[src/rtl/pipe_pkg.sv]
// Shared definitions for the pipeline stage register: state encoding,
// stall counter width and a saturating increment helper.
package pipe_pkg;

    typedef enum logic [1:0] {
        EMPTY = 2'd0,
        ONE   = 2'd1,
        TWO   = 2'd2
    } state_t;

    localparam int STALL_BITS = 16;
    localparam logic [STALL_BITS-1:0] STALL_MAX = '1;

    function automatic logic [STALL_BITS-1:0] sat_inc(input logic [STALL_BITS-1:0] value);
        return (value == STALL_MAX) ? value : value + 1'b1;
    endfunction

endpackage

[src/rtl/pipe_payload_slot.sv]
// One payload register with synchronous clear and load; clear wins over load
// so a flushed or drained slot always reads back as zero.
module pipe_payload_slot
    import pipe_pkg::*;
#(
    parameter int WIDTH = 8
) (
    input  logic             clk,
    input  logic             rst,
    input  logic             clear,
    input  logic             load,
    input  logic [WIDTH-1:0] d,
    output logic [WIDTH-1:0] q
);

    always_ff @(posedge clk or posedge rst) begin
        if (rst) begin
            q <= '0;
        end else if (clear) begin
            q <= '0;
        end else if (load) begin
            q <= d;
        end
    end

endmodule

[src/rtl/pipe_stage_reg.sv]
// Valid/ready pipeline stage register. Define PIPE_STAGE_SKID_EN for the
// two-entry skid build with a fully registered in_ready; otherwise single entry.
module pipe_stage_reg
    import pipe_pkg::*;
#(
    parameter int PC_BITS   = 32,
    parameter int IR_BITS   = 32,
    parameter int CTRL_BITS = 16,
    parameter int DATA_BITS = 32,
    parameter int LANES     = 4
) (
    input  logic                       clk,
    input  logic                       rst,
    input  logic                       flush,
    input  logic                       in_valid,
    output logic                       in_ready,
    input  logic [PC_BITS-1:0]         in_pc,
    input  logic [IR_BITS-1:0]         in_ir,
    input  logic [CTRL_BITS-1:0]       in_ctrl,
    input  logic [LANES*DATA_BITS-1:0] in_data,
    output logic                       out_valid,
    input  logic                       out_ready,
    output logic [PC_BITS-1:0]         out_pc,
    output logic [IR_BITS-1:0]         out_ir,
    output logic [CTRL_BITS-1:0]       out_ctrl,
    output logic [LANES*DATA_BITS-1:0] out_data,
    output logic [STALL_BITS-1:0]      stall_cnt
);

    localparam int DW = LANES * DATA_BITS;
    localparam int PW = PC_BITS + IR_BITS + CTRL_BITS + DW;

    state_t        state;
    logic          out_valid_r;
    logic          accept;
    logic          drain;
    logic [PW-1:0] in_payload;
    logic [PW-1:0] main_d;
    logic [PW-1:0] main_q;
    logic          main_load;
    logic          main_clear;

    assign in_payload = {in_pc, in_ir, in_ctrl, in_data};
    assign accept     = in_valid && in_ready && !flush;
    assign drain      = out_valid && out_ready;
    assign out_valid  = out_valid_r;

    // The main slot is cleared whenever it empties, so the outputs are zero while idle.
    assign {out_pc, out_ir, out_ctrl, out_data} = main_q;

`ifdef PIPE_STAGE_SKID_EN
    logic          in_ready_r;
    logic [PW-1:0] skid_q;
    logic          skid_load;
    logic          skid_clear;

    assign in_ready = in_ready_r;

    always_comb begin
        main_d     = in_payload;
        main_load  = 1'b0;
        main_clear = flush;
        skid_load  = 1'b0;
        skid_clear = flush;
        if (!flush) begin
            case (state)
                EMPTY: main_load = accept;
                ONE: begin
                    if (accept && drain) begin
                        main_load = 1'b1;
                    end else if (accept) begin
                        skid_load = 1'b1;
                    end else if (drain) begin
                        main_clear = 1'b1;
                    end
                end
                TWO: begin
                    if (drain) begin
                        main_d     = skid_q;
                        main_load  = 1'b1;
                        skid_clear = 1'b1;
                    end
                end
                default: begin
                    main_clear = 1'b1;
                    skid_clear = 1'b1;
                end
            endcase
        end
    end

    // in_ready and out_valid are updated alongside the state so neither has a combinational path.
    always_ff @(posedge clk or posedge rst) begin
        if (rst) begin
            state       <= EMPTY;
            in_ready_r  <= 1'b1;
            out_valid_r <= 1'b0;
        end else if (flush) begin
            state       <= EMPTY;
            in_ready_r  <= 1'b1;
            out_valid_r <= 1'b0;
        end else begin
            case (state)
                EMPTY: begin
                    if (accept) begin
                        state       <= ONE;
                        out_valid_r <= 1'b1;
                    end
                end
                ONE: begin
                    if (accept && !drain) begin
                        state      <= TWO;
                        in_ready_r <= 1'b0;
                    end else if (drain && !accept) begin
                        state       <= EMPTY;
                        out_valid_r <= 1'b0;
                    end
                end
                TWO: begin
                    if (drain) begin
                        state      <= ONE;
                        in_ready_r <= 1'b1;
                    end
                end
                default: begin
                    state       <= EMPTY;
                    in_ready_r  <= 1'b1;
                    out_valid_r <= 1'b0;
                end
            endcase
        end
    end

    pipe_payload_slot #(.WIDTH(PW)) skid (
        .clk   (clk),
        .rst   (rst),
        .clear (skid_clear),
        .load  (skid_load),
        .d     (in_payload),
        .q     (skid_q)
    );
`else
    assign in_ready = !out_valid || out_ready;

    always_comb begin
        main_d     = in_payload;
        main_load  = accept;
        main_clear = flush || (drain && !accept);
    end

    always_ff @(posedge clk or posedge rst) begin
        if (rst) begin
            state       <= EMPTY;
            out_valid_r <= 1'b0;
        end else if (flush) begin
            state       <= EMPTY;
            out_valid_r <= 1'b0;
        end else begin
            case (state)
                EMPTY: begin
                    if (accept) begin
                        state       <= ONE;
                        out_valid_r <= 1'b1;
                    end
                end
                ONE: begin
                    if (drain && !accept) begin
                        state       <= EMPTY;
                        out_valid_r <= 1'b0;
                    end
                end
                default: begin
                    state       <= EMPTY;
                    out_valid_r <= 1'b0;
                end
            endcase
        end
    end
`endif

    pipe_payload_slot #(.WIDTH(PW)) main (
        .clk   (clk),
        .rst   (rst),
        .clear (main_clear),
        .load  (main_load),
        .d     (main_d),
        .q     (main_q)
    );

    // Flush freezes the counter; only reset returns it to zero.
    always_ff @(posedge clk or posedge rst) begin
        if (rst) begin
            stall_cnt <= '0;
        end else if (!flush && out_valid && !out_ready) begin
            stall_cnt <= sat_inc(stall_cnt);
        end
    end

endmodule

[config.mk]
export PLATFORM = sky130hd
export DESIGN_NAME = pipe_stage_reg
export DESIGN_NICKNAME = d
export VERILOG_FILES = /design/src/rtl/pipe_pkg.sv /design/src/rtl/pipe_payload_slot.sv /design/src/rtl/pipe_stage_reg.sv
export SDC_FILE = /design/constraint.sdc
export NUM_CORES = 1
export LEC_CHECK = 0
export BUFFER_PORTS_ARGS = -buffer_cell sky130_fd_sc_hd__buf_2
export CELL_PAD_IN_SITES_DETAIL_PLACEMENT = 1
export CELL_PAD_IN_SITES_GLOBAL_PLACEMENT = 2
export CORE_AREA = 10 10 205 207
export CTS_BUF_LIST = sky130_fd_sc_hd__clkbuf_2 sky130_fd_sc_hd__clkbuf_4 sky130_fd_sc_hd__clkbuf_8
export DETAILED_ROUTE_END_ITERATION = 6
export DIE_AREA = 0 0 215 217
export GPL_ROUTABILITY_DRIVEN = 0
export PLACE_DENSITY_LB_ADDON = 0.1
export SLEW_MARGIN = 40
export SYNTH_ARGS = -nofsm -noshare
export SYNTH_HDL_FRONTEND = slang
export SYNTH_SLANG_ARGS = --single-unit
[constraint.sdc]
create_clock -name clk -period 7.85 [get_ports clk]
set_input_delay 1.57 -clock clk [delete_from_list [all_inputs] [get_ports clk]]
set_output_delay 1.57 -clock clk [all_outputs]
set_load 0.02 [all_outputs]
==> tab_implementation.tex, run 1 <==
\begin{tabular}{lr}
\hline
Metric & Value \\
\hline
\multicolumn{2}{l}{\textbf{Outcome}} \\
\quad Outcome & finished clean \\
\multicolumn{2}{l}{\textbf{GRT}} \\
\quad Antenna violations before repair & 17 \\
\quad Global Route Usage Sum & 16.53\% \\
\quad Via count of the first global-routing pass & 9078 \\
\quad Pin count of the biggest net entering global routing & 102 \\
\quad Grt ovf & 0 \\
\quad Global-route wire length before repair & 59.49 mm \\
\multicolumn{2}{l}{\textbf{Clock tree}} \\
\quad Count of cells resized by post-cts repair & 0 \\
\quad Buffer type at the clock tree root & sky130\_fd\_sc\_hd\_\_clkbuf\_8 \\
\quad Clock tree from TritonCTS & yes \\
\quad Post-CTS clock slew at the launch and capture registers of the worst setup and hold paths & 0.05 ns \\
\quad Clock buffers created by TritonCTS & 46 \\
\quad Source-to-sink clock delay at the later pin of the worst-skew pair & 0.59 ns \\
\quad Clock Path Buffers & 3 \\
\quad Count of hold-fix buffers inserted at cts & 0 \\
\quad Post-CTS repair timing setup buffer count & 0 \\
\quad CTS HTree Levels & 2 \\
\quad Total number of clock tree sinks & 225 \\
\multicolumn{2}{l}{\textbf{STA}} \\
\quad Timing-limited maximum frequency & 270.9 MHz \\
\quad Relative max-transition margin & 46.73\% \\
\quad Final setup viols & 0 \\
\quad Setup Skew & 0.008270 ns \\
\quad Worst-Margin Slew & 0.7991 ns \\
\quad Final hold vios & 0 \\
\quad Period minus WS final & 3.691 ns \\
\quad Final period utilization & 47.02\% \\
\quad Final Max Tran Viols & 0 \\
\quad Total negative setup slack & 0 ns \\
\quad RSZ-0062 raised after global routing & no \\
\multicolumn{2}{l}{\textbf{Floorplan}} \\
\quad Full die area & 0.04666 sq mm \\
\quad Cell Rows & 72 \\
\quad Vertical extent of the die & 217 um \\
\quad Initial Utilization & 23.63\% \\
\quad Num ports & 439 \\
\quad Die outline width & 215 um \\
\quad Placeable core area & 0.03811 sq mm \\
\multicolumn{2}{l}{\textbf{Routing}} \\
\quad Number of violations reported at the end of detailed-routing iteration 0 & 414 \\
\quad Drc violations & 0 \\
\quad Number of nets with antenna violations after routing & 0 \\
\quad Via/cell ratio & 4.355 \\
\quad Number of search-and-repair iterations in the first detailed-routing pass & 4 \\
\quad Per-cell routed wire length & 20.48 um \\
\quad Wirelength, routed & 40.00 mm \\
\quad Vias & 8506 \\
\multicolumn{2}{l}{\textbf{Synth}} \\
\quad Seq cells post-synth & 225 \\
\quad Number of library cell types mapped by synthesis & 32 \\
\quad Synth Area per Inst & 9.169 sq um \\
\quad Number of nets in the synthesized netlist & 1196 \\
\quad Count of yosys warnings during synthesis & 0 \\
\quad Sequential-to-total area share from yosys stat & 62.53\% \\
\quad Mapped cell area & 0.009004 sq mm \\
\quad Instance count of the mapped netlist & 982 \\
\multicolumn{2}{l}{\textbf{Finish}} \\
\quad Number of filler instances in the final layout & 4619 \\
\quad Non-filler instance count after layout & 1953 \\
\quad Final standard cell area without fillers & 0.01260 sq mm \\
\quad Share of layout cells above drive strength 1 & 36.97\% \\
\quad Final cell utilization of the core & 33.07\% \\
\quad Area delta synth->final & 39.98\% \\
\quad Post-layout nets & 1623 \\
\multicolumn{2}{l}{\textbf{Place}} \\
\quad Post-DP HPWL & 28.70 mm \\
\quad IO buf count & 438 \\
\quad Number of cells in the design after placement & 1879 \\
\quad Cell Area, Placed & 0.01176 sq mm \\
\multicolumn{2}{l}{\textbf{Setup path}} \\
\quad Element type at the critical path start & input pin \\
\quad Worst Setup Path Type & in2out \\
\quad Worst Setup End Kind & output pin \\
\quad Max Fanout on Critical Path & 4 \\
\quad Required time of the worst setup path & 6.28 ns \\
\quad Endpoint arrival time on the critical path & 2.12 ns \\
\multicolumn{2}{l}{\textbf{Run}} \\
\quad Max-capacitance violation count & 0 \\
\multicolumn{2}{l}{\textbf{Power and ir drop}} \\
\quad Power density over cell area & 228.7 mW/mm\^{}2 \\
\quad Overall power & 2.882 mW \\
\quad Maximum vdd ir drop & 0.1013 mV \\
\quad Static Leakage & 6.633 nW \\
\multicolumn{2}{l}{\textbf{Worst hold path}} \\
\quad Type of the most critical hold path & reg2reg \\
\hline
\end{tabular}
==> stage by stage <==
| stage | setup WS, ns | hold WS (ns) |
|---|---|---|
| 2_1_floorplan | 0.1172 | 0.5949 |
| 3_3_place_gp | 4.002 | 0.4978 |
| 3_5_place_dp | 4.152 | 0.5021 |
| 4_1_cts | 4.151 | 0.5058 |
| 5_1_grt | 4.090 | 0.5182 |
| 6_report | 4.159 | 0.4939 |
==> synthesized netlist by cell type <==
| cell | instances | area share, % |
|---|---|---|
| sky130_fd_sc_hd__and3_1 | 1 | 0.070 |
| sky130_fd_sc_hd__dfrtp_1 | 225 | 63 |
| sky130_fd_sc_hd__ha_1 | 1 | 0.14 |
| sky130_fd_sc_hd__and2_1 | 1 | 0.070 |
| sky130_fd_sc_hd__a31oi_1 | 1 | 0.070 |
| sky130_fd_sc_hd__nor2_1 | 4 | 0.17 |
| sky130_fd_sc_hd__a21oi_1 | 211 | 12 |
| sky130_fd_sc_hd__xnor2_1 | 2 | 0.19 |
| sky130_fd_sc_hd__nor4_1 | 1 | 0.070 |
| sky130_fd_sc_hd__buf_4 | 1 | 0.083 |
| sky130_fd_sc_hd__buf_2 | 28 | 1.6 |
| sky130_fd_sc_hd__nor4_4 | 1 | 0.24 |
| sky130_fd_sc_hd__nor4b_1 | 1 | 0.097 |
| sky130_fd_sc_hd__nand4b_1 | 1 | 0.097 |
| sky130_fd_sc_hd__nand2_1 | 421 | 18 |
| sky130_fd_sc_hd__nand3_1 | 4 | 0.22 |
| sky130_fd_sc_hd__nor4_2 | 3 | 0.42 |
| sky130_fd_sc_hd__or3b_1 | 1 | 0.097 |
| sky130_fd_sc_hd__xor2_1 | 10 | 0.97 |
| sky130_fd_sc_hd__and4_1 | 2 | 0.19 |
| sky130_fd_sc_hd__nand4_4 | 1 | 0.24 |
| sky130_fd_sc_hd__or3_4 | 1 | 0.13 |
| sky130_fd_sc_hd__clkbuf_1 | 40 | 1.7 |
| sky130_fd_sc_hd__nand2b_1 | 2 | 0.14 |
| sky130_fd_sc_hd__nor3b_1 | 2 | 0.17 |
| sky130_fd_sc_hd__nand4_1 | 4 | 0.28 |
| sky130_fd_sc_hd__mux2_2 | 2 | 0.25 |
| sky130_fd_sc_hd__nand3b_1 | 1 | 0.083 |
| sky130_fd_sc_hd__nor3_1 | 4 | 0.22 |
| sky130_fd_sc_hd__a31o_2 | 1 | 0.097 |
| sky130_fd_sc_hd__buf_1 | 1 | 0.042 |
| sky130_fd_sc_hd__inv_1 | 3 | 0.13 |
==> area by class of cell <==
type	count	area, sq um	area share (%)
sequential	225	5630	44.67
multi-input combinational	684	3079	24.43
timing repair buffer	449	2381	18.89
clock buffer	67	828.3	6.572
tap	518	648.1	5.142
inverter	3	18.77	0.1489
antenna	7	17.52	0.1390
==> layout by cell type (no fill, tap or decap), types with 2 or more instances in the layout <==
cell type,count
sky130_fd_sc_hd__buf_2,438
sky130_fd_sc_hd__nand2_1,420
sky130_fd_sc_hd__dfrtp_1,225
sky130_fd_sc_hd__a21oi_1,211
sky130_fd_sc_hd__clkbuf_8,52
sky130_fd_sc_hd__clkbuf_4,15
sky130_fd_sc_hd__xor2_1,10
sky130_fd_sc_hd__diode_2,7
sky130_fd_sc_hd__buf_12,5
sky130_fd_sc_hd__nand3_1,4
sky130_fd_sc_hd__nand4_1,4
sky130_fd_sc_hd__nor2_1,4
sky130_fd_sc_hd__nor3_1,4
sky130_fd_sc_hd__nor4_2,3
sky130_fd_sc_hd__buf_4,3
sky130_fd_sc_hd__nand2b_1,2
sky130_fd_sc_hd__inv_1,2
sky130_fd_sc_hd__mux2_2,2
sky130_fd_sc_hd__nor3b_1,2
sky130_fd_sc_hd__xnor2_1,2
sky130_fd_sc_hd__and4_1,2
sky130_fd_sc_hd__buf_16,2
==> flip-flops by register name, summed over array words and instances (netlist names) <==
name and flops:
main.q 208, out_valid 1, stall_cnt 16
==> cells by family after synthesis <==
logic type	count (synthesis)	share of synthesized area, %
simple gates	456	20.54
fa+ha+maj	1	0.1389
mux	2	0.2501
xor+xnor	12	1.167
flops	225	62.53
compound gates	213	11.90
buf+inv	73	3.474
==> layer usage <==
metal / vias to the layer above / GRT usage, % / part of all wire, %
li1: 4037 / - / -
met1: 4091 / 19.68 / 42
met2: 282 / 25.83 / 46
met3: 74 / 8.072 / 10
met4: 22 / 5.187 / 2.0
met5: - / 0 / 0.34
==> final timing paths <==
| path | start | to | slack [ns] | depth (start not counted) |
|---|---|---|---|---|
| min reg2reg | stall_cnt[11] | stall_cnt[11] | 0.49 | 1 |
| max in group asynchronous | rst | main.q[17] | 5.45 | 4 |
| min in group asynchronous | rst | main.q[65] | 1.05 | 2 |
| max | out_ready | in_ready | 4.16 | 3 |
| max reg2reg | out_valid | main.q[142] | 5.67 | 6 |
| min | stall_cnt[11] | stall_cnt[11] | 0.49 | 1 |
==> where the power goes <==
group | leakage, nW | total [mW] | switching, mW | internal, mW
combinational | 3.17 | 0.445 | 0.301 | 0.144
clock | 0.443 | 1.16 | 0.505 | 0.658
sequential | 3.02 | 1.27 | 0.0422 | 1.23
==> worst max-delay path: stages <==
cell	delay [ns]
sky130_fd_sc_hd__buf_2	0.11
sky130_fd_sc_hd__nand2b_1	0.22
sky130_fd_sc_hd__buf_2	0.22
Note: power is estimated with default switching activity, not from simulation.
==> inputs of run 2 (changes only) <==
--- a/config.mk
+++ b/config.mk
@@ -5,13 +5,14 @@
 export SDC_FILE = /design/constraint.sdc
 export NUM_CORES = 1
 export LEC_CHECK = 0
+export ABC_AREA = 1
 export BUFFER_PORTS_ARGS = -buffer_cell sky130_fd_sc_hd__buf_2
 export CELL_PAD_IN_SITES_DETAIL_PLACEMENT = 1
 export CELL_PAD_IN_SITES_GLOBAL_PLACEMENT = 2
-export CORE_AREA = 10 10 205 207
+export CORE_AREA = 10 10 199 201
 export CTS_BUF_LIST = sky130_fd_sc_hd__clkbuf_2 sky130_fd_sc_hd__clkbuf_4 sky130_fd_sc_hd__clkbuf_8
 export DETAILED_ROUTE_END_ITERATION = 6
-export DIE_AREA = 0 0 215 217
+export DIE_AREA = 0 0 209 211
 export GPL_ROUTABILITY_DRIVEN = 0
 export PLACE_DENSITY_LB_ADDON = 0.1
 export SLEW_MARGIN = 40
==> constraint.sdc (replaced) <==
create_clock -name clk -period 3.78 [get_ports clk]
set_input_delay 0.756 -clock clk [delete_from_list [all_inputs] [get_ports clk]]
set_output_delay 0.756 -clock clk [all_outputs]
set_load 0.02 [all_outputs]
==> tab_implementation.tex, run 2 <==
\begin{tabular}{lr}
\hline
Metric & Value \\
\hline
\multicolumn{2}{l}{\textbf{Synth}} \\
\quad Share of flip-flops with an asynchronous set or reset & 100.0\% (unchanged) \\
\quad Dominant register cell in the synthesized netlist & sky130\_fd\_sc\_hd\_\_dfrtp\_1 \\
\quad Number of nets in the synthesized netlist & 1262 (+5.5\%) \\
\quad Most frequent cell after synthesis & sky130\_fd\_sc\_hd\_\_dfrtp\_1 \\
\quad Most area-consuming cells after synthesis & sky130\_fd\_sc\_hd\_\_dfrtp\_1 57\%, sky130\_fd\_sc\_hd\_\_inv\_1 8.5\%, sky130\_fd\_sc\_hd\_\_a21oi\_1 7.7\% \\
\quad Most area-hungry cell type in the Yosys netlist & sky130\_fd\_sc\_hd\_\_dfrtp\_1 \\
\quad Count of flip-flops with a built-in enable after synthesis & 0 (unchanged) \\
\quad Share of the synthesized area in the top cell type & 57.43\% (-5.1 points) \\
\quad Number of library cell types mapped by synthesis & 25 (-22\%) \\
\quad Count of yosys warnings during synthesis & 0 (unchanged) \\
\quad Instance count of the mapped netlist & 1048 (+6.7\%) \\
\quad Sequential-to-total area share from yosys stat & 57.43\% (-5.1 points) \\
\quad Mapped cell area & 0.009804 sq mm (+8.9\%) \\
\quad Synth Area per Inst & 9.355 sq um (+2.0\%) \\
\quad Synth top cells by count & 225 x sky130\_fd\_sc\_hd\_\_dfrtp\_1, 221 x sky130\_fd\_sc\_hd\_\_inv\_1, 151 x sky130\_fd\_sc\_hd\_\_a21oi\_1 \\
\quad Seq cells post-synth & 225 (unchanged) \\
\multicolumn{2}{l}{\textbf{GRT}} \\
\quad Busiest layer in global routing & met2 \\
\quad Pin count of the biggest net entering global routing & 181 (+77\%) \\
\quad Global Route Usage Sum & 16.65\% (+0.12 points) \\
\quad Met2 demand-to-capacity share in global routing & 27.34\% (+1.5 points) \\
\quad Antenna violations before repair & 11 (-6) \\
\quad Global-route wire length before repair & 57.80 mm (-2.8\%) \\
\quad Global routing usage on met3 & 6.313\% (-1.8 points) \\
\quad Met1 Usage GRT & 20.02\% (+0.34 points) \\
\quad Grt ovf & 0 (unchanged) \\
\quad Via count of the first global-routing pass & 9153 (+0.83\%) \\
\multicolumn{2}{l}{\textbf{Clock tree}} \\
\quad Clock tree from TritonCTS & yes \\
\quad Post-CTS clock slew at the launch and capture registers of the worst setup and hold paths & 0.06 ns (about the same) \\
\quad Count of hold-fix buffers inserted at cts & 0 (unchanged) \\
\quad Post-CTS repair timing setup buffer count & 0 (unchanged) \\
\quad CTS HTree Levels & 2 (unchanged) \\
\quad Count of cells resized by post-cts repair & 0 (unchanged) \\
\quad Total number of clock tree sinks & 225 (unchanged) \\
\quad Buffer type at the clock tree root & sky130\_fd\_sc\_hd\_\_clkbuf\_8 \\
\quad Source-to-sink clock delay at the later pin of the worst-skew pair & 0.54 ns (-0.05 ns) \\
\quad Clock buffers created by TritonCTS & 44 (-4.3\%) \\
\quad Clock Path Buffers & 3 (unchanged) \\
\multicolumn{2}{l}{\textbf{Power and ir drop}} \\
\quad Static Leakage & 7.503 nW (+13\%) \\
\quad Power density over cell area & 497.7 mW/mm\^{}2 (+120\%) \\
\quad Maximum vdd ir drop & 0.1940 mV (+91\%) \\
\multicolumn{2}{l}{\textbf{Run}} \\
\quad Max-capacitance violation count & 0 (unchanged) \\
\multicolumn{2}{l}{\textbf{Floorplan}} \\
\quad Placeable core area & 0.03540 sq mm (-7.1\%) \\
\quad Cell Rows & 69 (-4.2\%) \\
\quad Initial Utilization & 27.70\% (+4.1 points) \\
\quad Vertical extent of the die & 211 um (-2.8\%) \\
\quad Full die area & 0.04410 sq mm (-5.5\%) \\
\quad Die outline width & 209 um (-2.8\%) \\
\quad Num ports & 439 (unchanged) \\
\multicolumn{2}{l}{\textbf{Finish}} \\
\quad Share of layout cells above drive strength 1 & 39.99\% (+3.0 points) \\
\quad Most frequent cells in the layout & 438 x sky130\_fd\_sc\_hd\_\_buf\_2, 225 x sky130\_fd\_sc\_hd\_\_dfrtp\_1, 220 x sky130\_fd\_sc\_hd\_\_inv\_1, 151 x sky130\_fd\_sc\_hd\_\_a21oi\_1, 124 x sky130\_fd\_sc\_hd\_\_o21ai\_1 \\
\quad Largest register by flop count & main.q \\
\quad Number of filler instances in the final layout & 4244 (-8.1\%) \\
\quad Area delta synth->final & 36.47\% \\
\quad Post-layout nets & 1689 (+4.1\%) \\
\quad Number of flip-flops in the largest register & 208 (unchanged) \\
\quad Leading cell type in the layout, fill and taps excluded & sky130\_fd\_sc\_hd\_\_buf\_2 \\
\multicolumn{2}{l}{\textbf{Place}} \\
\quad IO buf count & 438 (unchanged) \\
\quad Post-DP HPWL & 28.07 mm (-2.2\%) \\
\quad Worst setup slack before clock tree synthesis & 1.511 ns (-2.642 ns) \\
\multicolumn{2}{l}{\textbf{Setup path}} \\
\quad Max Fanout on Critical Path & 4 (unchanged) \\
\quad Worst Setup End Kind & output pin \\
\quad Endpoint arrival time on the critical path & 1.33 ns (-0.79 ns) \\
\quad Cells along the critical path & nand2\_2 -> buf\_2 \\
\quad Critical path buffer and inverter count & 1 (-1) \\
\quad CP peak stage delay & 0.46 ns (+0.24 ns) \\
\quad Required time of the worst setup path & 3.02 ns (-3.26 ns) \\
\quad Slowest stage cell on the critical path & sky130\_fd\_sc\_hd\_\_dfrtp\_1 \\
\quad Family with the most delay on the worst path & flip-flops \\
\quad Worst Setup Path Type & reg2out \\
\quad Element type at the critical path start & flip-flop \\
\multicolumn{2}{l}{\textbf{Worst hold path}} \\
\quad Type of the most critical hold path & in2async \\
\multicolumn{2}{l}{\textbf{STA}} \\
\quad Final setup viols & 0 (unchanged) \\
\quad Setup Skew & 0.01528 ns (+0.007006 ns) \\
\quad Relative max-transition margin & 44.75\% (-2.0 points) \\
\quad Timing-limited maximum frequency & 480.3 MHz \\
\quad Worst-Margin Slew & 0.8287 ns (+0.02961 ns) \\
\quad Period minus WS final & 2.082 ns \\
\quad Final hold vios & 0 (unchanged) \\
\quad Total negative setup slack & 0 ns (unchanged) \\
\quad Final Max Tran Viols & 0 (unchanged) \\
\quad Crit path setup slack, layout & 1.698 ns (-2.461 ns) \\
\quad Final period utilization & 55.08\% \\
\quad RSZ-0062 raised after global routing & no \\
\multicolumn{2}{l}{\textbf{Routing}} \\
\quad Vias & 8802 (+3.5\%) \\
\quad Via/cell ratio & 4.457 (+2.3\%) \\
\quad Drc violations & 0 (unchanged) \\
\quad Number of nets with antenna violations after routing & 0 (unchanged) \\
\quad Wirelength, routed & 38.49 mm (-3.8\%) \\
\quad Number of search-and-repair iterations in the first detailed-routing pass & 4 (unchanged) \\
\quad Number of violations reported at the end of detailed-routing iteration 0 & 404 (-2.4\%) \\
\quad Per-cell routed wire length & 19.49 um (-4.8\%) \\
\multicolumn{2}{l}{\textbf{Outcome}} \\
\quad Outcome & finished clean \\
\hline
\end{tabular}
[run 2: cell types whose count changed in the layout (fill, tap and decap cells not counted), moves of 10 or more]
cell	before	now
sky130_fd_sc_hd__nand3_1	4	14
sky130_fd_sc_hd__a21oi_2	0	58
sky130_fd_sc_hd__nand2_1	420	52
sky130_fd_sc_hd__a21oi_1	211	151
sky130_fd_sc_hd__o21ai_1	0	124
sky130_fd_sc_hd__inv_1	2	220
sky130_fd_sc_hd__nor2_1	4	16
sky130_fd_sc_hd__o21ai_0	0	90
[run 2: cells by family after synthesis]
group           share of synthesized area [%]
compound gates                          24.55
buf+inv                                 13.03
flops                                   57.43
simple gates                            4.148
xor+xnor                               0.7147
fa+ha+maj                              0.1276
[run 2: report_power, final]
group	switching (mW)	internal, mW	total [mW]
Combinational	0.817	0.401	1.22
Sequential	0.144	2.61	2.76
Clock	1.08	1.60	2.68
Total	2.04	4.61	6.66
[run 2: path summary, 6_finish.rpt]
check / slack, ns / startpoint / depth (start not counted) / endpoint
worst max-delay path: 1.70 / out_valid / 2 / in_ready
worst max register to register: 1.91 / out_valid / 5 / main.q[75]
worst min register to register: 0.55 / main.q[111] / 2 / main.q[111]
min in group clk: 0.44 / in_data[2] / 3 / main.q[2]
worst min-delay path: 0.21 / rst / 2 / main.q[77]
max in group asynchronous: 2.56 / rst / 5 / main.q[53]
[run 2: worst register-to-register path, delay by kind of cell (launching register included)]
family                 cells  cell delay, ns
buffers and inverters      2            0.76
flip-flops                 1            0.46
AO/OA/AOI/OAI              3            0.57
[run 2: layout make-up]
| class | count | area, sq um | area share [%] |
|---|---|---|---|
| Sequential cell | 225 | 5630 | 42.08 |
| Multi-Input combinational cell | 530 | 2904 | 21.70 |
| Timing Repair Buffer | 451 | 2442 | 18.25 |
| Clock buffer | 76 | 927.1 | 6.929 |
| Inverter | 223 | 840.8 | 6.284 |
| Tap cell | 461 | 576.8 | 4.311 |
| Clock inverter | 3 | 43.79 | 0.3273 |
| Antenna cell | 6 | 15.01 | 0.1122 |
[run 2: metal layers]
layer	vias to the layer above	wire, um	share of wire, %
li1	4226	-	-
met1	4218	16050	42
met2	286	18170	47
met3	60	3402	8.8
met4	12	793	2.1
met5	-	72	0.19
[run 2: stage by stage]
step                hold WS, ns  power (mW)  util, %  area [sq um]  cells
global route             0.1750       7.052    37.77         13370   1971
finish                   0.2065       6.659    37.80         13380   1975
global placement         0.5275       4.014    34.86         12340   1888
detailed placement       0.5345       4.039    35.02         12390   1890
floorplan                0.6128       3.512        -          9808   1048
CTS                      0.1669       6.798    37.76         13370   1969
